File: src/rtl/enabled_register_file.sv
// Register bank with byte-enabled write port, two combinational read ports with
// optional same-cycle bypass, and a one-register-per-cycle bulk-clear sequencer.
module enabled_register_file #(
   parameter int unsigned WIDTH     = 32,
   parameter int unsigned NUM_REGS  = 8,
   parameter int unsigned ZERO_REG0 = 1,
   parameter int unsigned BYPASS    = 1,
   localparam int unsigned ADDR_W   = $clog2(NUM_REGS),
   localparam int unsigned BE_W     = WIDTH / 8
) (
   input  logic              clock,
   input  logic              reset,
   input  logic              writeEnable,
   input  logic [ADDR_W-1:0] writeAddr,
   input  logic [WIDTH-1:0]  writeData,
   input  logic [BE_W-1:0]   byteEnable,
   input  logic [ADDR_W-1:0] readAddrA,
   output logic [WIDTH-1:0]  readDataA,
   input  logic [ADDR_W-1:0] readAddrB,
   output logic [WIDTH-1:0]  readDataB,
   input  logic              clearReq,
   output logic              clearBusy,
   output logic              clearDone
);

   if ((WIDTH % 8) != 0 || WIDTH == 0) begin : g_bad_width
      $error("WIDTH must be a non-zero multiple of 8");
   end
   if (NUM_REGS < 2 || (NUM_REGS & (NUM_REGS - 1)) != 0) begin : g_bad_depth
      $error("NUM_REGS must be a power of two and at least 2");
   end

   typedef enum logic [1:0] {
      S_IDLE,
      S_CLEARING,
      S_DONE
   } clr_state_e;

   clr_state_e        state_q, state_d;
   logic [ADDR_W-1:0] cnt_q, cnt_d;
   logic [WIDTH-1:0]  regs_q [NUM_REGS];
   logic [WIDTH-1:0]  regs_d [NUM_REGS];

   logic              wr_commit;
   logic [WIDTH-1:0]  wr_merged;

   // Clear sequencer: state register
   always_ff @(posedge clock or posedge reset) begin
      if (reset) begin
         state_q <= S_IDLE;
         cnt_q   <= '0;
      end else begin
         state_q <= state_d;
         cnt_q   <= cnt_d;
      end
   end

   // Clear sequencer: next state
   always_comb begin
      state_d = state_q;
      cnt_d   = cnt_q;
      unique case (state_q)
         S_IDLE: begin
            if (clearReq) begin
               state_d = S_CLEARING;
               cnt_d   = '0;
            end
         end
         S_CLEARING: begin
            cnt_d = cnt_q + ADDR_W'(1);
            if (cnt_q == ADDR_W'(NUM_REGS - 1)) begin
               state_d = S_DONE;
            end
         end
         S_DONE: begin
            state_d = S_IDLE;
         end
         default: begin
            state_d = S_IDLE;
            cnt_d   = '0;
         end
      endcase
   end

   // Clear sequencer: outputs
   always_comb begin
      clearBusy = (state_q == S_CLEARING);
      clearDone = (state_q == S_DONE);
   end

   // Write qualification and byte merge against the stored word
   always_comb begin
      wr_commit = writeEnable && (state_q != S_CLEARING) && (|byteEnable)
                  && !((ZERO_REG0 != 0) && (writeAddr == '0));
      wr_merged = regs_q[writeAddr];
      for (int unsigned b = 0; b < BE_W; b++) begin
         if (byteEnable[b]) begin
            wr_merged[8*b +: 8] = writeData[8*b +: 8];
         end
      end
   end

   // Writes and the sweep never coincide: a commit requires state != CLEARING
   always_comb begin
      regs_d = regs_q;
      if (state_q == S_CLEARING) begin
         regs_d[cnt_q] = '0;
      end
      if (wr_commit) begin
         regs_d[writeAddr] = wr_merged;
      end
   end

   always_ff @(posedge clock or posedge reset) begin
      if (reset) begin
         for (int unsigned i = 0; i < NUM_REGS; i++) begin
            regs_q[i] <= '0;
         end
      end else begin
         regs_q <= regs_d;
      end
   end

   function automatic logic [WIDTH-1:0] read_port(input logic [ADDR_W-1:0] addr);
      logic [WIDTH-1:0] data;
      data = regs_q[addr];
      if ((BYPASS != 0) && wr_commit && (addr == writeAddr)) begin
         data = wr_merged;
      end
      if ((ZERO_REG0 != 0) && (addr == '0)) begin
         data = '0;
      end
      return data;
   endfunction

   always_comb begin
      readDataA = read_port(readAddrA);
      readDataB = read_port(readAddrB);
   end

endmodule
File: config.mk
export PLATFORM = sky130hd
export DESIGN_NAME = enabled_register_file
export DESIGN_NICKNAME = d
export VERILOG_FILES = /design/src/rtl/enabled_register_file.sv
export SDC_FILE = /design/constraint.sdc
export NUM_CORES = 1
export LEC_CHECK = 0
export ABC_CLOCK_PERIOD_IN_PS = 13400
export BUFFER_PORTS_ARGS = -buffer_cell sky130_fd_sc_hd__buf_2
export CELL_PAD_IN_SITES_DETAIL_PLACEMENT = 0
export CELL_PAD_IN_SITES_GLOBAL_PLACEMENT = 1
export CORE_UTILIZATION = 40
export CTS_CLUSTER_DIAMETER = 100
export DETAILED_ROUTE_END_ITERATION = 8
export HOLD_SLACK_MARGIN = 0.02
export PLACE_DENSITY = 0.79
export RECOVER_POWER = 50
export SYNTH_ARGS = -nofsm -noshare
export SYNTH_HDL_FRONTEND = slang
export SYNTH_SLANG_ARGS = --single-unit
File: constraint.sdc
create_clock -name clock -period 13.4 [get_ports clock]
set_input_delay 1.34 -clock clock [delete_from_list [all_inputs] [get_ports clock]]
set_output_delay 1.34 -clock clock [all_outputs]
set_load 0.05 [all_outputs]
==> flow_summary.json <==
{
  "tns_ns": 0,
  "portBuffers": 114,
  "syn_inst": 1413,
  "setup_viol": 0,
  "whs_path_depth": 1,
  "cts_buffer_depth": 3,
  "cts_buffers": 30,
  "yosysSeqAreaShare": 0.3988,
  "drt_wl_total_um": 59850,
  "peakVddDrop_v": 0.00009827,
  "dieArea_um2": 41750,
  "async_reset_ff_frac": 1.000,
  "std_cell_rows": 73,
  "yosysUniqueCellTypes": 58,
  "synth_ff_type": "dfrtp_1",
  "status": "finished, violations left",
  "arrival_ns": 8.60,
  "gp_congestion": 0.8646,
  "synthesis.area_um2": 16380,
  "path_class": "in2async",
  "cts_setup_buffers": 0,
  "antenna_found_initial": 1,
  "reg2reg_to": "regs_q[176]$_DFF_PP0_",
  "final_common_cell": "dfrtp_1",
  "htree_levels": 1,
  "hold_violations": 0,
  "cp.required_ns": 13.97,
  "cts_resized": 0,
  "p_per_area_nw_per_um2": 196.9,
  "cp_max_fo": 123,
  "syn-num-nets": 1464,
  "clock_sinks": 261,
  "worstHoldStart": "state_q[1]$_DFFE_PP0P_",
  "slew_headroom": -2.908,
  "diodes": 0,
  "drive_above_1_share": 0.2861,
  "rsz0062_at_grt": "false",
  "reg2reg_depth": 6,
  "final.min_clock_period_ns": 8.024,
  "mostFrequentLayoutCells": "dfrtp_1, a22o_1, mux2_2",
  "die_w_um": 204.3,
  "cts-root-buf": "clkbuf_16",
  "start_util": 0.4084,
  "setup_slack_ns": 5.376,
  "tritoncts": "built",
  "min_period_over_period": 0.5988,
  "hold_path.class": "reg2reg",
  "maxCapViolCount": 4,
  "avgRoutedWirePerCell_um": 30.14,
  "grt_pass1_wl_um": 89250,
  "fin_skew_ns": 0.01019,
  "grt_max_degree": 124,
  "cts.reportedPaths.clkPinSlew_ns": 0.06,
  "areaGrowthSynthToFinish_pct": 9.932,
  "ioPinCount": 115,
  "vias_per_cell": 6.930,
  "r2r_start": "state_q[1]$_DFFE_PP0P_",
  "startpoint_type": "input port",
  "critPathCaptureType": "asynchronous set/reset pin",
  "grt_pass1_vias": 13378,
  "avgSynthCellArea_um2": 11.59,
  "overflow": 0,
  "r2r_setup_slack_ns": 9.50,
  "synth_warnings": 0,
  "synth_edf_count": 0,
  "fin_nets": 1491,
  "leakagePower_uw": 0.007974,
  "cts_hold_buf": 0,
  "drtPass1Iterations": 5,
  "vias": 13763,
  "grt_usage": 0.2854,
  "ys_ff_latch": 261,
  "ant_nets": 0,
  "drt_iter0_markers": 1574,
  "dpl.hpwl_um": 34260,
  "tightest_slew_ns": 5.862,
  "min_to": "state_q[0]$_DFFE_PP0P_",
  "drc": 0,
  "crit_start": "reset",
  "core_area_um2": 40100,
  "clk_latency_ns": 0.56,
  "violations": "max-capacitance violations, max-slew violations",
  "drv_slew": 260,
  "fmax_mhz": 124.6,
  "die_height_um": 204.3,
  "pre_cts_ws_ns": 7.126
}
[metrics by stage]
stage               power [uW]  instances  cell area, um^2  utilization  hold WS, ns
CTS                       3518       1986            18030       0.4498       0.4490
finish                    3544       1986            18000       0.4490       0.4425
global route              3675       1986            18000       0.4490       0.4856
detailed placement        2650       1933            17020       0.4243       0.4379
global placement          2627       1933            17020       0.4243       0.4249
floorplan                 2270       1413            16380            -       0.4167
[power by group]
part	switching [uW]	internal [uW]
combinational	803	564
clock	341	524
sequential	287	1020
total	1430	2110
[worst max path at each step]
stage	endpoint	slack, ns	cells past startpoint
finish	regs_q[45]$_DFF_PP0_	5.38	4
global route	regs_q[16]$_DFF_PP0_	3.87	4
CTS	readDataB[23]	7.12	8
detailed placement	readDataB[23]	7.13	8
global placement	readDataB[24]	7.20	8
floorplan	cnt_q[0]$_DFFE_PP0P_	4.88	1
[metal layers]
metal | share of wire | global-route usage | vias up
met2 | 0.46 | 0.4406 | 976
met5 | 0 | 0 | -
li1 | - | - | 5601
met1 | 0.39 | 0.3890 | 7023
met4 | 0.041 | 0.1138 | 0
met3 | 0.10 | 0.06234 | 163
[worst max-delay path: stages]
cell	delay (ns)
buf_2	0.10
clkinvlp_2	3.13
clkbuf_1	2.88
buf_4	1.06
[flip-flops by register name (all words and copies together) (netlist names)]
name,count
cnt_q,3
regs_q,256
state_q,2
[synthesized netlist by cell type, drive strengths merged (3+ instances only)]
library cell	number	area share
a211oi	4	0.0024
a21oi	31	0.011
a221o	6	0.0037
a221oi	22	0.012
a22o	189	0.10
a22oi	68	0.031
a2bb2oi	4	0.0025
a31oi	4	0.0019
and2	10	0.0038
and3	11	0.0051
buf	109	0.045
clkbuf	44	0.010
clkinv	3	0.00069
dfrtp	261	0.40
inv	17	0.0039
mux2	121	0.083
mux2i	43	0.026
mux4	91	0.13
nand2	81	0.019
nand2b	8	0.0031
nand3	29	0.0089
nor2	18	0.0041
nor2b	50	0.019
nor3	4	0.0012
o211a	6	0.0037
o211ai	3	0.0014
o21a	6	0.0028
o21ai	92	0.028
o221ai	4	0.0021
o22a	5	0.0027
o22ai	5	0.0019
o2bb2ai	41	0.022
xnor2	4	0.0021
[cell type report]
cell class                 instances  area [um^2]
fill                            3711        22090
clock inverter                     9        145.1
clock buffer                      44        874.6
sequential                       261         6531
tap                              525        656.9
multi-input combinational        979         8905
timing repair buffer             148        814.5
inverter                          20        76.32
[cells by family (layout without fill, tap and decap cells)]
group | count (synthesis) | after routing | share of synthesized area
buf+inv | 173 | 221 | 0.05997
simple gates | 219 | 219 | 0.06731
compound gates | 499 | 499 | 0.2356
xor+xnor | 4 | 4 | 0.002139
fa+ha+maj | 2 | 2 | 0.001528
flops | 261 | 261 | 0.3988
mux | 255 | 255 | 0.2346
No activity file was read; power rests on OpenSTA's default activity.
